--- src/rtl/mode_sequencer.sv ---
// mode_sequencer: clocked front-panel controller for the calculator datapath.
// Each push-button is synchronized, debounced and turned into a single press
// pulse. KEY[0] steps MODE, KEY[1] latches the switch operands. A two-state
// machine drives RESULT_VALID and the HEX5 blink enable.
module mode_sequencer #(
   parameter int DEBOUNCE_CYCLES = 500000,
   parameter int DB_W            = 20,
   parameter int BLINK_CYCLES    = 12500000,
   parameter int BL_W            = 24
) (
   input  logic       CLK,
   input  logic       RST_N,
   input  logic [1:0] KEY,
   input  logic [9:0] SW,
   output logic [1:0] MODE,
   output logic [1:0] OPERATION,
   output logic [3:0] X,
   output logic [3:0] Y,
   output logic       LOAD_STROBE,
   output logic       RESULT_VALID,
   output logic       BLINK
);

   localparam logic [DB_W-1:0] DB_LAST = DB_W'(DEBOUNCE_CYCLES - 1);
   localparam logic [BL_W-1:0] BL_LAST = BL_W'(BLINK_CYCLES - 1);

   typedef enum logic [0:0] {
      ST_SELECT = 1'b0,
      ST_READY  = 1'b1
   } state_t;

   logic [1:0] press_s;
   logic       next_p_s;
   logic       load_p_s;

   genvar g;
   generate
      for (g = 0; g < 2; g++) begin : g_key
         logic            sync1_r;
         logic            sync2_r;
         logic            db_r;
         logic            db_d_r;
         logic            press_r;
         logic [DB_W-1:0] cnt_r;

         // synchronize the raw button, debounce its level and flag the 1->0 edge of the stable level
         always_ff @(posedge CLK or negedge RST_N) begin
            if (!RST_N) begin
               sync1_r <= 1'b1;
               sync2_r <= 1'b1;
               db_r    <= 1'b1;
               db_d_r  <= 1'b1;
               press_r <= 1'b0;
               cnt_r   <= '0;
            end else begin
               sync1_r <= KEY[g];
               sync2_r <= sync1_r;
               db_d_r  <= db_r;
               press_r <= db_d_r & ~db_r;
               if (sync2_r == db_r) begin
                  cnt_r <= '0;
               end else if (cnt_r == DB_LAST) begin
                  db_r  <= sync2_r;
                  cnt_r <= '0;
               end else begin
                  cnt_r <= cnt_r + DB_W'(1);
               end
            end
         end

         assign press_s[g] = press_r;
      end
   endgenerate

   assign next_p_s = press_s[0];
   assign load_p_s = press_s[1];

   state_t          state_r;
   logic [1:0]      mode_r;
   logic [1:0]      operation_r;
   logic [3:0]      x_r;
   logic [3:0]      y_r;
   logic            load_strobe_r;
   logic            result_valid_r;
   logic            blink_r;
   logic [BL_W-1:0] blink_cnt_r;

   // mode stepping, operand latching, SELECT/READY state and the blink timer
   always_ff @(posedge CLK or negedge RST_N) begin
      if (!RST_N) begin
         state_r        <= ST_SELECT;
         mode_r         <= 2'd0;
         operation_r    <= 2'd0;
         x_r            <= 4'd0;
         y_r            <= 4'd0;
         load_strobe_r  <= 1'b0;
         result_valid_r <= 1'b0;
         blink_r        <= 1'b0;
         blink_cnt_r    <= '0;
      end else begin
         load_strobe_r <= 1'b0;
         case ({next_p_s, load_p_s})
            2'b10: begin
               mode_r         <= mode_r + 2'd1;
               state_r        <= ST_SELECT;
               result_valid_r <= 1'b0;
               blink_cnt_r    <= '0;
               blink_r        <= 1'b1;
            end
            2'b01: begin
               x_r            <= SW[3:0];
               y_r            <= SW[7:4];
               operation_r    <= SW[9:8];
               load_strobe_r  <= 1'b1;
               state_r        <= ST_READY;
               result_valid_r <= 1'b1;
               blink_cnt_r    <= '0;
               blink_r        <= 1'b0;
            end
            2'b11: begin
               // both presses land together: step the mode and latch, ending in READY
               mode_r         <= mode_r + 2'd1;
               x_r            <= SW[3:0];
               y_r            <= SW[7:4];
               operation_r    <= SW[9:8];
               load_strobe_r  <= 1'b1;
               state_r        <= ST_READY;
               result_valid_r <= 1'b1;
               blink_cnt_r    <= '0;
               blink_r        <= 1'b0;
            end
            default: begin
               case (state_r)
                  ST_SELECT: begin
                     if (blink_cnt_r == BL_LAST) begin
                        blink_cnt_r <= '0;
                        blink_r     <= ~blink_r;
                     end else begin
                        blink_cnt_r <= blink_cnt_r + BL_W'(1);
                     end
                  end
                  ST_READY: begin
                     blink_cnt_r <= '0;
                     blink_r     <= 1'b0;
                  end
                  default: begin
                     state_r        <= ST_SELECT;
                     result_valid_r <= 1'b0;
                     blink_cnt_r    <= '0;
                     blink_r        <= 1'b0;
                  end
               endcase
            end
         endcase
      end
   end

   assign MODE         = mode_r;
   assign OPERATION    = operation_r;
   assign X            = x_r;
   assign Y            = y_r;
   assign LOAD_STROBE  = load_strobe_r;
   assign RESULT_VALID = result_valid_r;
   assign BLINK        = blink_r;

endmodule

--- config.mk ---
export PLATFORM = sky130hd
export DESIGN_NAME = mode_sequencer
export DESIGN_NICKNAME = d
export VERILOG_FILES = /design/src/rtl/mode_sequencer.sv
export SDC_FILE = /design/constraint.sdc
export NUM_CORES = 1
export LEC_CHECK = 0
export CORE_UTILIZATION = 55
export CTS_CLUSTER_SIZE = 20
export DETAILED_ROUTE_END_ITERATION = 8
export DONT_BUFFER_PORTS = 1
export PLACE_DENSITY = 0.7
export SYNTH_ARGS = -nofsm -noshare
export SYNTH_HDL_FRONTEND = slang
export SYNTH_SLANG_ARGS = --single-unit
--- constraint.sdc ---
create_clock -name CLK -period 2.4 [get_ports CLK]
set_input_delay 0.36 -clock CLK [delete_from_list [all_inputs] [get_ports CLK]]
set_output_delay 0.36 -clock CLK [all_outputs]
set_load 0.03 [all_outputs]
==> results of run 1 <==
-- cell type report --
type	count	area [sq um]	share of cell area
Clock buffer	9	124	0.0277
Timing Repair Buffer	10	103	0.0230
Multi-Input combinational cell	280	1780	0.399
Sequential cell	89	2240	0.501
Tap cell	99	124	0.0277
Clock inverter	7	67.6	0.0151
Inverter	8	30.0	0.00672
-- cell families after synthesis --
| group | Yosys count |
|---|---|
| AO/OA/AOI/OAI | 44 |
| XOR/XNOR | 42 |
| adder cells (fa/ha/maj) | 3 |
| buffers and inverters | 19 |
| flip-flops | 89 |
| multiplexers | 13 |
| AND/OR/NAND/NOR | 178 |
-- stage by stage --
step            util  setup slack [ns]  cells  hold slack (ns)  cell area (sq um)
2_1_floorplan      -             0.251    388           0.0644               4100
3_3_place_gp   0.585             0.299    482           0.0659               4220
3_5_place_dp   0.585             0.260    482           0.0668               4220
4_1_cts        0.614             0.245    500           -0.343               4430
5_1_grt        0.619             0.156    502            0.110               4470
6_report       0.619             0.251    502            0.137               4470
-- where the power goes --
part | total, mW | internal [mW] | switching (mW)
registers | 1.52 | 1.51 | 0.0103
clock network | 0.996 | 0.409 | 0.587
logic | 0.0678 | 0.0208 | 0.0470
-- placed cells by master (no fill, tap or decap), drive strengths merged, types with 13 or more instances in the layout --
cell type and instances:
a21oi 20, dfrtp 81, inv 14, mux2 13, nand2 22, nand3 19, nand4 22, nor2 49
or3 15, or4 15, xnor2 17, xor2 25
-- worst max path at each step --
stage	start	endpoint	slack (ns)
global placement	blink_cnt_r[8]	BLINK	0.30
finish	blink_cnt_r[5]	BLINK	0.25
floorplan	blink_cnt_r[8]	BLINK	0.25
global route	blink_cnt_r[5]	blink_cnt_r[2]	0.16
detailed placement	blink_cnt_r[5]	blink_cnt_r[22]	0.26
CTS	blink_cnt_r[5]	blink_cnt_r[2]	0.24
-- repair_timing --
action,in CTS,in global routing
endpoints found under the hold margin,91,89
endpoints found under the setup margin,0,0
hold buffers,2,2
-- Yosys cell counts, types with 2 or more instances --
| cell type | n | area (sq um) |
|---|---|---|
| a21oi_1 | 20 | 100 |
| nor3_1 | 7 | 35.0 |
| clkbuf_1 | 8 | 30.0 |
| nor2_1 | 49 | 184 |
| nand3_1 | 19 | 95.1 |
| o31ai_1 | 10 | 75.1 |
| buf_6 | 2 | 22.5 |
| nor4_1 | 8 | 50.1 |
| nand2_1 | 22 | 82.6 |
| xor2_1 | 25 | 219 |
| and3_1 | 2 | 12.5 |
| inv_1 | 8 | 30.0 |
| dfrtp_1 | 81 | 2030 |
| nor2b_1 | 2 | 12.5 |
| nand4_1 | 22 | 138 |
| nor4b_1 | 2 | 17.5 |
| or2_2 | 3 | 18.8 |
| and2_1 | 2 | 12.5 |
| mux2_2 | 12 | 135 |
| xnor2_1 | 17 | 149 |
| or3_1 | 15 | 93.8 |
| ha_1 | 3 | 37.5 |
| o21ai_0 | 11 | 55.1 |
| dfstp_2 | 8 | 210 |
| and4_1 | 6 | 52.6 |
| or4_1 | 14 | 105 |
-- sequential cells by signal (all words and copies together), names as in the netlist, 2 cells and up --
name and cells:
MODE 2, OPERATION 2, X 4, Y 4
blink_cnt_r 24, g_key.cnt_r 40, g_key.db_d_r 2, g_key.db_r 2
g_key.press_r 2, g_key.sync1_r 2, g_key.sync2_r 2
-- routing by layer --
metal	global-route usage	wire (microns)
met1	0.278	3550
met2	0.316	3280
met3	0.0373	184
met4	0.0953	140
met5	0	0
==> reports/results.ini, run 1 <==
[outcome]
status=finished clean

[global_route]
grt_max_degree=90
antenna_found_initial=0
grt_overflow=0
grt_pass1_wl_microns=12300
gr-usage-all-layers=0.203
grt_pass1_vias=2740

[clock_tree]
clkTransAtPathRegs_ns=0.10
tritoncts=yes
clockRootBuffer=clkbuf_8
cts_buffer_depth=2
cts.sinks=89
cts_inserted_buffers=9
clk-insertion-delay-late_ns=0.36
cts_resized=0
ctsHtreeMaxLevel=3
cts_setup_buffers=0

[cells_and_area]
drive_gt1_frac=0.129
n_fill_cell=607
n_antenna_cell=0
fin_nets=415
synthToLayoutAreaGrowth_pct=8.90

[timing]
fmax_mhz=465
rsz0062_at_grt=no
slew_headroom=0.649
drv_slew=0
fin_crit_sh=0.895
setup_tns_ns=0
worst_slew_pin_slew_ns=0.527
layout_min_cycle_time_ns=2.15
fin_skew_ns=0.0149
hold_violations=0
setup_viol=0

[synth]
ys_types=36
async_flop_share=1.00
synthXorXnorAreaFrac=0.0896
synth_cells=388
netlist_area_sq_um=4100
ys.flop_type=dfrtp_1
synth_top_family_by_area=simple AND/OR/NAND/NOR gates
synth-warning-count=0
synth_nets=405
synth_edf_count=0
synth-simple-area-share=0.233
synth-adder-area-share=0.00915
synth-seq-cells=89
synth_area_per_cell_sq_um=10.6
synth_mux_area_frac=0.0366
ys_seq_area_frac=0.545
synth-compound-area-share=0.0649

[setup_path]
cp_num_buf_inv=0
slowest_delay_ns=0.56
cp_top_family=simple AND/OR/NAND/NOR gates
crit_path_end_kind=flip-flop
cp.arrival_ns=2.41
ff2ff_setup_slack_ns=0.25
critPathKind=reg -> reg
critPathMaxFanout=7
r2r-end=BLINK
slowest_stage=or4_4
ff2ff_path_depth=4
required_ns=2.66
path_depth=4
path_cells=or4b_1 -> or4_4 -> o21ai_4 -> mux2_4
reg2reg_from=blink_cnt_r[5]
start_kind=flip-flop

[power]
power_leakage_nw=1.85
irDropWorstVdd_uv=450
powerDensity_nw_per_um2=579
finalPower_mw=2.59

[route]
initialDrtViolationCount=128
drt-total-wl_microns=7160
drt-vias-per-instance=5.75
drc=0
ant_nets=0
num_vias=2887
wl_per_cell_microns=14.3
dr.pass1.iters=4

[floorplan]
die_x_microns=88.4
die_area_sq_um=7810
die_h_microns=88.4
io_pins=29
rows=31
start_util=0.569
core_sq_um=7210

[placed_design]
gp_congestion=0.814
port_buffers=0
dpl.hpwl_microns=4710

[worst_hold_path]
min_to=X[3]
hold_class=in -> reg
min_path_cells=1
min-delay-start=SW[3]

[job]
max-cap-violations=0

(Power assumes the default switching activity.)
==> run 2, diff against run 1 <==
Clock period 2.4 ns to 2.5 ns, I/O delays scaled along.
==> run 2 against run 1 <==
Hold slack better by 0.029 ns; count of clock-buffer cells in the layout up 3; wire length up 0.78%; combinational power down 3.2%; first-iteration DRC count up 13%; non-clock buffer count unchanged; critical path type unchanged; largest cell class unchanged; highest routed layer unchanged.
==> reports/results.ini, run 2 (synthesis gave the netlist of run 1 again) <==
[outcome]
status=finished clean  ; unchanged

[power]
irDropWorstVdd_uv=347  ; was 450 uV
power_leakage_nw=1.87  ; was 1.85 nW
powerDensity_nw_per_um2=585  ; was 579 nW/um^2

[worst_hold_path]
min_path_cells=1  ; unchanged
min_to=X[3]  ; unchanged
min-delay-start=SW[3]  ; unchanged
hold_class=in -> reg  ; unchanged

[floorplan]
core_sq_um=7210  ; unchanged
start_util=0.569  ; unchanged
die_x_microns=88.4  ; unchanged
io_pins=29  ; unchanged
die_h_microns=88.4  ; unchanged
die_area_sq_um=7810  ; unchanged
rows=31  ; unchanged

[global_route]
grt_pass1_wl_microns=12300  ; about the same
grt_pass1_vias=2717  ; was 2740
antenna_found_initial=0  ; unchanged
gr-usage-all-layers=0.207  ; was 0.203
grt_overflow=0  ; unchanged
grt_max_degree=90  ; unchanged

[route]
drt-total-wl_microns=7210  ; was 7160 microns
wl_per_cell_microns=14.4  ; was 14.3 microns
ant_nets=0  ; unchanged
dr.pass1.iters=4  ; unchanged
drt-vias-per-instance=5.71  ; was 5.75
drc=0  ; unchanged
num_vias=2866  ; was 2887
initialDrtViolationCount=145  ; was 128

[cells_and_area]
top_regs=g_key.cnt_r x40, blink_cnt_r x24  ; unchanged
largest_reg_flops=40  ; unchanged
layout_common_cells=dfrtp_1 (81), nor2_1 (49), xor2_1 (25)  ; unchanged
final_util=0.625  ; was 0.619
synthToLayoutAreaGrowth_pct=9.88  ; was 8.90%
final_common_cell=dfrtp_1  ; unchanged
fin_nets=415  ; unchanged
n_antenna_cell=0  ; unchanged
drive_gt1_frac=0.127  ; was 0.129
regMostFlops=g_key.cnt_r  ; unchanged

[clock_tree]
tritoncts=yes  ; unchanged
ctsHtreeMaxLevel=3  ; unchanged
clockRootBuffer=clkbuf_8  ; unchanged
cts_inserted_buffers=9  ; unchanged
cts.sinks=89  ; unchanged
clk-insertion-delay-late_ns=0.36  ; about the same
cts_resized=0  ; unchanged
cts_setup_buffers=0  ; unchanged
cts_buffer_depth=2  ; unchanged
clkTransAtPathRegs_ns=0.08  ; was 0.10 ns
holdBufCountCts=4  ; was 2

[timing]
rsz0062_at_grt=no  ; unchanged
drv_slew=0  ; unchanged
fmax_mhz=469  ; was 465 MHz
setup_viol=0  ; unchanged
worst_slew_pin_slew_ns=0.518  ; was 0.527 ns
slew_headroom=0.654  ; was 0.649
hold_violations=0  ; unchanged
layout_min_cycle_time_ns=2.13  ; was 2.15 ns
setup_tns_ns=0  ; unchanged
fin_skew_ns=0.0114  ; was 0.0149 ns
fin_crit_sh=0.852  ; was 0.895

[placed_design]
dpl.hpwl_microns=4820  ; was 4710 microns
gp_congestion=0.834  ; was 0.814
port_buffers=0  ; unchanged

[setup_path]
slowest_delay_ns=0.56  ; about the same
path_cells=or4b_1 -> or4_4 -> o21ai_4 -> buf_4 -> nor2_1  ; was or4b_1 -> or4_4 -> o21ai_4 -> mux2_4
critPathMaxFanout=15  ; was 7
reg2reg_from=blink_cnt_r[8]  ; was blink_cnt_r[5]
required_ns=2.74  ; was 2.66 ns
crit_path_end_kind=flip-flop  ; unchanged
ff2ff_path_depth=5  ; was 4
critPathKind=reg -> reg  ; unchanged
start_kind=flip-flop  ; unchanged
ff2ff_setup_slack_ns=0.37  ; was 0.25 ns
r2r-end=blink_cnt_r[2]  ; was BLINK
cp.arrival_ns=2.37  ; was 2.41 ns
slowest_stage=or4_4  ; unchanged

[job]
max-cap-violations=0  ; unchanged

[run 2: cell types whose count changed in the layout (fill, tap and decap cells not counted), sizes merged]
| cell | previous run | this run |
|---|---|---|
| clkinv | 0 | 1 |
| bufinv | 0 | 2 |
| inv | 14 | 8 |
| clkbuf | 9 | 12 |
[run 2: area by class of cell]
cell class,count,area (sq um)
multi-input cells,280,1780
well taps,99,124
clock inverters,4,76.3
fillers,620,2710
inverters,8,30.0
repair buffers,10,103
clock buffers,12,155
flip-flops and latches,89,2240
[run 2: power by group]
| part | total [mW] | internal (mW) | switching [mW] |
|---|---|---|---|
| logic | 0.0656 | 0.0200 | 0.0456 |
| registers | 1.46 | 1.45 | 0.0101 |
| clock network | 1.11 | 0.620 | 0.492 |
[run 2: metal layers]
layer / up-vias / wire length [microns] / track usage
li1: 1422 / - / -
met5: - / 0 / 0
met4: 0 / 138 / 0.0836
met1: 1386 / 3420 / 0.270
met3: 12 / 260 / 0.0550
met2: 46 / 3390 / 0.330
[run 2: stage by stage]
stage               hold WS [ns]  total power [mW]  worst slack (ns)  area, sq um  cells
floorplan                 0.0794              1.51             0.351         4100    388
global placement          0.0809              1.52             0.400         4220    482
detailed placement        0.0812              1.52             0.387         4220    482
CTS                        0.148              2.68             0.365         4510    502
global route               0.141              2.74             0.282         4510    502
finish                     0.166              2.64             0.369         4510    502
[run 2: worst max-delay path by stage]
stage / to / depth (start not counted) / slack (ns) / from
global route: blink_cnt_r[2] / 5 / 0.28 / blink_cnt_r[5]
floorplan: BLINK / 4 / 0.35 / blink_cnt_r[8]
finish: blink_cnt_r[2] / 5 / 0.37 / blink_cnt_r[8]
CTS: blink_cnt_r[2] / 5 / 0.37 / blink_cnt_r[8]
detailed placement: BLINK / 4 / 0.39 / blink_cnt_r[8]
global placement: BLINK / 4 / 0.40 / blink_cnt_r[8]
[run 2: critical path: cells and delay by family (launching register included)]
family | cells | cell delay [ns]
AOI/OAI and AO/OA | 1 | 0.19
buffers and inverters | 1 | 0.23
DFF | 1 | 0.44
and+or+nand+nor | 3 | 1.16
==> run 3, diff against run 2 <==
Settings changed: ABC_CLOCK_PERIOD_IN_PS set to 2500.
==> results of run 3 <==
The final DEF is identical to that of run 2; final timing and power are the same.
==> variant (config.mk and constraints of run 2) <==
Put one more register stage on the output `X`, cleared by the reset. The value now appears one clock later. The other outputs are not delayed to match.
--- a/src/rtl/mode_sequencer.sv
+++ b/src/rtl/mode_sequencer.sv
@@ -157,7 +157,13 @@
 
    assign MODE         = mode_r;
    assign OPERATION    = operation_r;
-   assign X            = x_r;
+   always_ff @(posedge CLK or negedge RST_N) begin
+      if (!RST_N) begin
+         X <= '0;
+      end else begin
+         X <= x_r;
+      end
+   end
    assign Y            = y_r;
    assign LOAD_STROBE  = load_strobe_r;
    assign RESULT_VALID = result_valid_r;
Function: no difference found for any inputs over 10 cycles, from zero or initial values and one cycle with RST_N low; that may be too few to reach the edited logic, so the function may still have changed.
==> variant against run 2 <==
Wire length rose by 4.4%; synthesized area up 2.4%; clock skew is 0.0029 ns higher; utilization fell by 0.12 points; sequential cell count grew 4; power shrank 2.5%; worst hold slack got worse by 0.0088 ns; maximum frequency fell by 0.55%; clock power shrank 12%; die area is 2.4% higher; setup slack got worse by 0.012 ns; cell area rose by 1.4%.
==> variant: results (changes against run 2) <==
muxShareOfSynthArea: 0.0357  # was 0.0366
outcome: "complete, no violations"  # unchanged
viasPerCell: 5.74  # was 5.71
rrSetupSlack_ns: 0.36
clk_pin_slew_worst_paths_ns: 0.10  # was 0.08 ns
synthAdderAreaFrac: 0.00893  # was 0.00915
gp_congestion: 0.853  # was 0.834
drt_iter0_markers: 123  # was 145
p_leak_nw: 1.91  # was 1.87 nW
dp_hpwl_microns: 4870  # was 4820 microns
grt_pass1_vias: 2768  # was 2,717
yosys-top-cells-count: "dfrtp_1 (85), nor2_1 (49), xor2_1 (25)"  # was dfrtp_1 (81), nor2_1 (49), xor2_1 (25)
fin_cells: 505  # was 502
cts_hold_buf: 2  # was 4
nFillCells: 593  # was 620
post-cts-setup-buffers: 0  # unchanged
r2r_cells: 4  # was 5
syn_area_per_cell_sq_um: 10.7  # was 10.6 sq um
hold_path_depth: 1  # unchanged
clk_latency_ns: 0.36  # about the same
grt_max_degree: 94  # was 90
grt_use_total: 0.206  # was 0.207
fin_nets: 418  # was 415
synth_nets: 409  # was 405
hold_start: "SW[9]"  # was SW[3]
place_inst: 485  # was 482
ir_drop_v: 0.000383  # was 0.000347 V
path_max_fanout: 6  # was 15
wirelength_microns: 7530  # was 7210 microns
synth_seq_area_share: 0.556  # was 0.545
hold_path_end: "OPERATION[1]"  # was X[3]
worstMarginPinSlew_ns: 0.504  # was 0.518 ns
clock_skew_ns: 0.0143  # was 0.0114 ns
top_regs: "g_key.cnt_r (40), blink_cnt_r (24)"  # unchanged
reg2reg_to: "BLINK"  # was blink_cnt_r[2]
synth_xor_area_frac: 0.0875  # was 0.0896
drive_above_1_share: 0.126  # was 0.127
synth_area_leaders: "dfrtp_1 (51%), xor2_1 (5.2%), dfstp_2 (5.0%)"  # was dfrtp_1 (49%), xor2_1 (5.3%), dfstp_2 (5.1%)
grt_pass1_wl_microns: 12600  # was 12,300 microns
htree_levels: 3  # unchanged
synth_compound_area_frac: 0.0634  # was 0.0649
slowest_delay_ns: 0.56  # about the same
variant: cell type report:
cell class,instances,area share
Multi-Input combinational cell,280,0.390
Clock buffer,9,0.0271
Inverter,8,0.00657
Sequential cell,93,0.511
Tap cell,99,0.0271
Clock inverter,7,0.0172
Timing Repair Buffer,9,0.0208
variant: worst max path at each step:
| stage | startpoint | to | slack (ns) | cells after the start |
|---|---|---|---|---|
| finish | blink_cnt_r[8] | BLINK | 0.36 | 4 |
| global placement | blink_cnt_r[8] | BLINK | 0.39 | 4 |
| floorplan | blink_cnt_r[8] | BLINK | 0.35 | 4 |
| global route | g_key[1].cnt_r[5] | g_key[1].cnt_r[19] | 0.28 | 4 |
| CTS | blink_cnt_r[8] | BLINK | 0.36 | 4 |
| detailed placement | blink_cnt_r[8] | BLINK | 0.36 | 4 |
variant: through the flow:
step / utilization / worst slack, ns / instance area [sq um] / hold WS [ns]
floorplan: - / 0.351 / 4200 / 0.0794
global placement: 0.588 / 0.394 / 4310 / 0.0810
detailed placement: 0.588 / 0.360 / 4310 / 0.0815
CTS: 0.619 / 0.359 / 4540 / -0.327
global route: 0.624 / 0.277 / 4570 / 0.120
finish: 0.624 / 0.357 / 4570 / 0.157
variant: where the power goes:
group	total (W)	internal (W)	switching, W	leakage (nW)
clock	0.000979	0.000396	0.000583	0.102
combinational	0.0000672	0.0000194	0.0000477	0.554
sequential	0.00153	0.00152	0.0000103	1.25
total	0.00257	0.00193	0.000641	1.91
variant: kinds of logic (layout without fill, tap and decap cells):
family                     Yosys count  after routing
AOI/OAI and AO/OA                   44             44
xor gates and xnor gates            42             42
adders and majority gates            3              3
buffers and inverters               19             33
DFF                                 93             93
muxes                               13             13
and+or+nand+nor                    178            178
variant: routing by layer:
metal  GRT usage  vias up  share of wire
met4      0.0606        0         0.0028
met1       0.270     1437           0.46
met3      0.0619        2          0.031
met2       0.334       36           0.50
li1            -     1426              -
met5           0        -              0
